File: src/rtl/ps2_command_decoder.sv
// PS/2 set-2 keyboard command decoder for the Game-of-Life front end.
// Handles E0/F0 prefixes, decimal pattern IDs, arrow-key speed and stretched command pulses.
module ps2_command_decoder #(
  parameter int unsigned PULSE_CYCLES = 65536,
  parameter int unsigned ID_WIDTH     = 8,
  parameter int unsigned ID_DIGITS    = 2,
  parameter int unsigned SPEED_WIDTH  = 3
) (
  input  logic                   clk_in,
  input  logic                   reset,
  input  logic [7:0]             scancode,
  input  logic                   scancode_valid,
  output logic                   start,
  output logic                   pause,
  output logic                   clear,
  output logic                   running,
  output logic [ID_WIDTH-1:0]    file_id,
  output logic [SPEED_WIDTH-1:0] speed
);

  localparam int unsigned CntW = $clog2(PULSE_CYCLES + 1);
  localparam int unsigned DigW = $clog2(ID_DIGITS + 1);
  localparam int unsigned MulW = ID_WIDTH + 4;

  typedef enum logic [1:0] {StIdle, StExt, StBrk, StExtBrk} state_e;

  state_e                 r_state, w_state_next;
  logic                   w_is_prefix, w_make, w_ext_make;
  logic                   w_digit_valid, w_is_start, w_is_pause, w_is_clear, w_is_bksp;
  logic                   w_is_up, w_is_down;
  logic [3:0]             w_digit;
  logic [MulW-1:0]        w_mul;
  logic [ID_WIDTH-1:0]    w_sat;
  logic [ID_WIDTH-1:0]    r_entry, r_file_id;
  logic [DigW-1:0]        r_digit_cnt;
  logic                   r_running;
  logic [SPEED_WIDTH-1:0] r_speed;
  logic [2:0]             r_cmd;
  logic [CntW-1:0]        r_pulse_cnt;

  assign w_is_prefix = (scancode == 8'hE0) || (scancode == 8'hF0);

  always_ff @(posedge clk_in or posedge reset) begin
    if (reset) r_state <= StIdle;
    else       r_state <= w_state_next;
  end

  always_comb begin
    w_state_next = r_state;
    if (scancode_valid) begin
      if (scancode == 8'hE0) begin
        w_state_next = StExt;
      end else if (scancode == 8'hF0) begin
        case (r_state)
          StIdle:  w_state_next = StBrk;
          StExt:   w_state_next = StExtBrk;
          default: w_state_next = r_state;
        endcase
      end else begin
        w_state_next = StIdle;
      end
    end
  end

  // Non-prefix bytes seen in a break state are releases and produce no action.
  always_comb begin
    w_make     = scancode_valid && !w_is_prefix && (r_state == StIdle);
    w_ext_make = scancode_valid && !w_is_prefix && (r_state == StExt);
  end

  always_comb begin
    w_digit_valid = 1'b0;
    w_digit       = 4'd0;
    w_is_start    = 1'b0;
    w_is_pause    = 1'b0;
    w_is_clear    = 1'b0;
    w_is_bksp     = 1'b0;
    if (w_make) begin
      case (scancode)
        8'h45: begin w_digit_valid = 1'b1; w_digit = 4'd0; end
        8'h16: begin w_digit_valid = 1'b1; w_digit = 4'd1; end
        8'h1E: begin w_digit_valid = 1'b1; w_digit = 4'd2; end
        8'h26: begin w_digit_valid = 1'b1; w_digit = 4'd3; end
        8'h25: begin w_digit_valid = 1'b1; w_digit = 4'd4; end
        8'h2E: begin w_digit_valid = 1'b1; w_digit = 4'd5; end
        8'h36: begin w_digit_valid = 1'b1; w_digit = 4'd6; end
        8'h3D: begin w_digit_valid = 1'b1; w_digit = 4'd7; end
        8'h3E: begin w_digit_valid = 1'b1; w_digit = 4'd8; end
        8'h46: begin w_digit_valid = 1'b1; w_digit = 4'd9; end
        8'h5A: w_is_start = 1'b1;
        8'h4D: w_is_pause = 1'b1;
        8'h2D: w_is_clear = 1'b1;
        8'h66: w_is_bksp  = 1'b1;
        default: ;
      endcase
    end
  end

  assign w_is_up   = w_ext_make && (scancode == 8'h75);
  assign w_is_down = w_ext_make && (scancode == 8'h72);

  // Four spare bits hold the worst case (all-ones * 10 + 9) before saturation.
  assign w_mul = MulW'(r_entry) * MulW'(10) + MulW'(w_digit);
  assign w_sat = (w_mul > MulW'({ID_WIDTH{1'b1}})) ? {ID_WIDTH{1'b1}} : w_mul[ID_WIDTH-1:0];

  always_ff @(posedge clk_in or posedge reset) begin
    if (reset) begin
      r_entry     <= '0;
      r_file_id   <= '0;
      r_digit_cnt <= '0;
      r_running   <= 1'b0;
      r_speed     <= '0;
    end else begin
      if (w_digit_valid && !r_running) begin
        if (r_digit_cnt < DigW'(ID_DIGITS)) begin
          r_entry     <= w_sat;
          r_file_id   <= w_sat;
          r_digit_cnt <= r_digit_cnt + DigW'(1);
        end else begin
          r_entry     <= ID_WIDTH'(w_digit);
          r_file_id   <= ID_WIDTH'(w_digit);
          r_digit_cnt <= DigW'(1);
        end
      end
      if (w_is_bksp || w_is_clear) begin
        r_entry     <= '0;
        r_digit_cnt <= '0;
      end
      if (w_is_start) begin
        r_running   <= 1'b1;
        r_digit_cnt <= '0;
      end
      if (w_is_pause || w_is_clear) r_running <= 1'b0;
      if (w_is_up && (r_speed != {SPEED_WIDTH{1'b1}})) r_speed <= r_speed + SPEED_WIDTH'(1);
      if (w_is_down && (r_speed != '0))                r_speed <= r_speed - SPEED_WIDTH'(1);
    end
  end

  // Any new command reloads the window and replaces whichever output was active.
  always_ff @(posedge clk_in or posedge reset) begin
    if (reset) begin
      r_cmd       <= 3'b000;
      r_pulse_cnt <= '0;
    end else if (w_is_start || w_is_pause || w_is_clear) begin
      r_cmd       <= {w_is_start, w_is_pause, w_is_clear};
      r_pulse_cnt <= CntW'(PULSE_CYCLES);
    end else if (r_pulse_cnt != '0) begin
      r_pulse_cnt <= r_pulse_cnt - CntW'(1);
      if (r_pulse_cnt == CntW'(1)) r_cmd <= 3'b000;
    end
  end

  assign start   = r_cmd[2];
  assign pause   = r_cmd[1];
  assign clear   = r_cmd[0];
  assign running = r_running;
  assign file_id = r_file_id;
  assign speed   = r_speed;

endmodule
File: config.mk
export PLATFORM = sky130hd
export DESIGN_NAME = ps2_command_decoder
export DESIGN_NICKNAME = d
export VERILOG_FILES = /design/src/rtl/ps2_command_decoder.sv
export SDC_FILE = /design/constraint.sdc
export NUM_CORES = 1
export LEC_CHECK = 0
export ABC_CLOCK_PERIOD_IN_PS = 4500
export CORE_ASPECT_RATIO = 0.7
export CORE_MARGIN = 4
export CORE_UTILIZATION = 24
export DETAILED_ROUTE_END_ITERATION = 8
export GPL_TIMING_DRIVEN = 0
export PLACE_DENSITY_LB_ADDON = 0.2
export RECOVER_POWER = 100
export SYNTH_ARGS = -nofsm -noshare
export SYNTH_HDL_FRONTEND = slang
export SYNTH_SLANG_ARGS = --single-unit
File: constraint.sdc
create_clock -name clk_in -period 4.5 [get_ports clk_in]
set_input_delay 0.45 -clock clk_in [delete_from_list [all_inputs] [get_ports clk_in]]
set_output_delay 0.45 -clock clk_in [all_outputs]
set_load 0.005 [all_outputs]
==> impl_metrics.env <==
export IMPL_dp_hpwl_mm=5.640
export IMPL_post_route_period_util_pct=89.84
export IMPL_critPathKind="in2reg"
export IMPL_wl_per_cell_um=14.56
export IMPL_cts_sink_count=44
export IMPL_ys_warnings_count=0
export IMPL_rrSetupSlack_ps=930
export IMPL_insertion_delay_ps=290
export IMPL_wl_mm=7.297
export IMPL_synth_top_family_by_area="simple AND/OR/NAND/NOR gates"
export IMPL_die_h_um=100.4
export IMPL_routabilityCongestion=0.7610
export IMPL_synth_edf_count=0
export IMPL_clk_pin_slew_ps=70
export IMPL_holdPathStages=2
export IMPL_cp_end_kind="flop"
export IMPL_violations="capacitance limit, slew limit"
export IMPL_drv_cap=1
export IMPL_required_ps=4670
export IMPL_path_cells="dlygate4sd3_1 -> buf_4 -> nor2b_1 -> nand2_1 -> a2111oi_0 -> ha_1 -> and2_0 -> o21ai_0 -> nand3_1 -> mux2i_2 -> a211oi_1 -> a311o_1"
export IMPL_drc_errors=0
export IMPL_viasPerCell=4.764
export IMPL_r2r_end="r_entry[0]"
export IMPL_start_kind="primary input"
export IMPL_synth_fp_nets=342
export IMPL_grt_pass1_vias=2369
export IMPL_rsz0062_at_grt="false"
export IMPL_reg2reg_depth=9
export IMPL_clock_root_buffer="clkbuf_16"
export IMPL_synth_fa_ha_area_share_pct=9.316
export IMPL_via_count=2387
export IMPL_worst_slew_pin_slew_ps=2043
export IMPL_ys_types=64
export IMPL_cpPeakStageDelay_ps=690
export IMPL_core_mm2=0.01181
export IMPL_portBuffers=24
export IMPL_ant_nets=0
export IMPL_min_to="file_id[6]"
export IMPL_multiInputGateArea_mm2=0.001715
export IMPL_leakage_nw=1.534
export IMPL_relSlewSlack_pct=-36.20
export IMPL_synth_flop_cell="dfrtp_1"
export IMPL_die_area_mm2=0.01406
export IMPL_synthCells=311
export IMPL_grt_overflow_total=0
export IMPL_antenna_found_initial=0
export IMPL_post_cts_buffers=0
export IMPL_hold_class="reg2reg"
export IMPL_syn_area_mm2=0.002928
export IMPL_io_pins=26
export IMPL_drive_above_1_share_pct=6.395
export IMPL_synthXorXnorAreaFrac_pct=6.880
export IMPL_grt_max_degree=37
export IMPL_slew_violations=37
export IMPL_syn_area_per_cell_um2=9.414
export IMPL_drt_iter0_drc=160
export IMPL_final_hold_viol_count=0
export IMPL_cts_tree="built"
export IMPL_p_per_area_mw_per_mm2=409.0
export IMPL_ir_drop_mv=0.1511
export IMPL_dr_pass1_iters=4
export IMPL_htreeDepth=2
export IMPL_final_util_pct=29.83
export IMPL_min_period_ps=4043
export IMPL_cts_buffer_depth=2
export IMPL_cts_buffers=5
export IMPL_fillers=1301
export IMPL_cp_arrival_ps=4210
export IMPL_area_growth_syn_to_layout_pct=20.30
export IMPL_synthMuxAreaShare_pct=1.154
export IMPL_max_freq_mhz=247.4
export IMPL_cp_slowest_cell="a2111oi_0"
export IMPL_setup_viol=0
export IMPL_hold_buffers=0
export IMPL_synthSimpleGateAreaFrac_pct=24.36
export IMPL_regArea_mm2=0.001101
export IMPL_synth_seq_cells=44
export IMPL_ys_seq_area_share_pct=37.61
export IMPL_die_x_um=140.0
export IMPL_synth_compound_area_share_pct=17.48
export IMPL_grt_usage_pct=11.05
export IMPL_grt_pass1_wl_mm=12.51
export IMPL_r2r_start="r_state[0]"
export IMPL_setup_tns_final_ps=0
export IMPL_cp_max_fo=10
export IMPL_ys_async_sr_fraction_pct=100.0
export IMPL_fp_row_count=33
export IMPL_min_from="file_id[6]"
export IMPL_final_nets=374
export IMPL_initial_utilization_pct=24.79
export IMPL_cts_resized_gates=0
export IMPL_fin_worst_skew_ps=9.222
export IMPL_status="complete, but fails checks"
export IMPL_antenna_cells=0
==> worst max path at each step <==
stage | endpoint | slack [ps] | depth (start not counted) | start
6_report | r_entry[0] | 460 | 12 | scancode[6]
5_1_grt | r_entry[0] | 200 | 12 | scancode[6]
4_1_cts | r_entry[0] | 500 | 11 | scancode[3]
3_5_place_dp | r_entry[0] | 210 | 11 | scancode[3]
3_3_place_gp | r_entry[6] | 140 | 11 | scancode[3]
2_1_floorplan | r_entry[0] | 1350 | 10 | scancode[4]
==> stage by stage <==
stage / worst slack (ps) / hold WS, ps / power (mW) / cells / area [um2]
after detailed placement: 210.3 / 467.2 / 1.029 / 493 / 3385
after global placement: 142.1 / 461.9 / 1.020 / 492 / 3364
after floorplan: 1345 / 441.0 / 0.8760 / 311 / 2928
final: 457.2 / 471.9 / 1.440 / 501 / 3522
after CTS: 496.2 / 412.3 / 1.473 / 501 / 3557
after global routing: 195.4 / 504.0 / 1.547 / 501 / 3522
==> logic make-up (layout without fill, tap and decap cells) <==
family                   Yosys count  in the layout
buffers and inverters             22             55
multiplexers                       3              3
XOR/XNOR                          23             23
AND/OR/NAND/NOR                  132            132
AO/OA/AOI/OAI                     67             67
flip-flops                        44             44
adder cells (fa/ha/maj)           20             20
==> critical path: cells and delay by family <==
kind | cells | cell delay (ps)
mux | 1 | 450
fa+ha+maj | 1 | 390
buf+inv | 2 | 760
simple gates | 4 | 590
compound gates | 4 | 1570
==> sequential cells by signal, summed over array words and instances, names as in the netlist <==
register,flops
file_id,8
r_pulse_cnt,17
speed,3
r_digit_cnt,2
r_entry,8
r_cmd,3
r_state,2
running,1
==> cell type report <==
class                           instances  share of cell area [%]
Tap cell                              157                   5.577
Inverter                               11                   1.172
Clock buffer                            5                   3.552
Multi-Input combinational cell        245                   48.70
Timing Repair Buffer                   25                   6.927
Buffer                                 11                   1.456
Sequential cell                        44                   31.26
Clock inverter                          3                   1.350
==> cell usage in the layout, fill, tap and decap left out, types with 11 or more instances in the layout <==
cell type	synthesis	layout
dfrtp_1	44	44
nor2_1	38	38
nand2_1	25	26
dlygate4sd3_1	0	18
ha_1	17	17
a21oi_1	14	15
xor2_1	12	12
xnor2_1	11	11
inv_1	11	11
==> routing by layer <==
layer | track usage (%) | up-vias | part of all wire, %
met1 | 18.05 | 1139 | 58
met3 | 3.000 | 5 | 4.7
met5 | 0 | - | 0
met4 | 1.787 | 0 | 0.52
met2 | 14.19 | 49 | 37
li1 | - | 1194 | -
==> power by group <==
part | internal [mW] | switching, mW | leakage [nW] | total [mW]
Clock | 0.264 | 0.168 | 0.0840 | 0.432
Combinational | 0.203 | 0.235 | 0.905 | 0.439
Sequential | 0.489 | 0.0807 | 0.545 | 0.570
==> cell usage after synthesis (4+ instances only) <==
cell,n,share of area (%)
nor3_1,9,1.5
nor4_1,4,0.85
clkbuf_1,6,0.77
ha_1,17,7.3
inv_1,11,1.4
nand4_1,4,0.85
nand3_1,9,1.5
o21ai_0,8,1.4
nand3b_1,7,1.8
xor2_1,12,3.6
a21o_1,8,2.1
a211oi_1,6,1.5
nor2_1,38,4.9
xnor2_1,11,3.3
nand2_1,25,3.2
and3_1,4,0.85
and2_1,4,0.85
dfrtp_1,44,38
a21oi_1,14,2.4
Power figures use the tool's default switching activity.
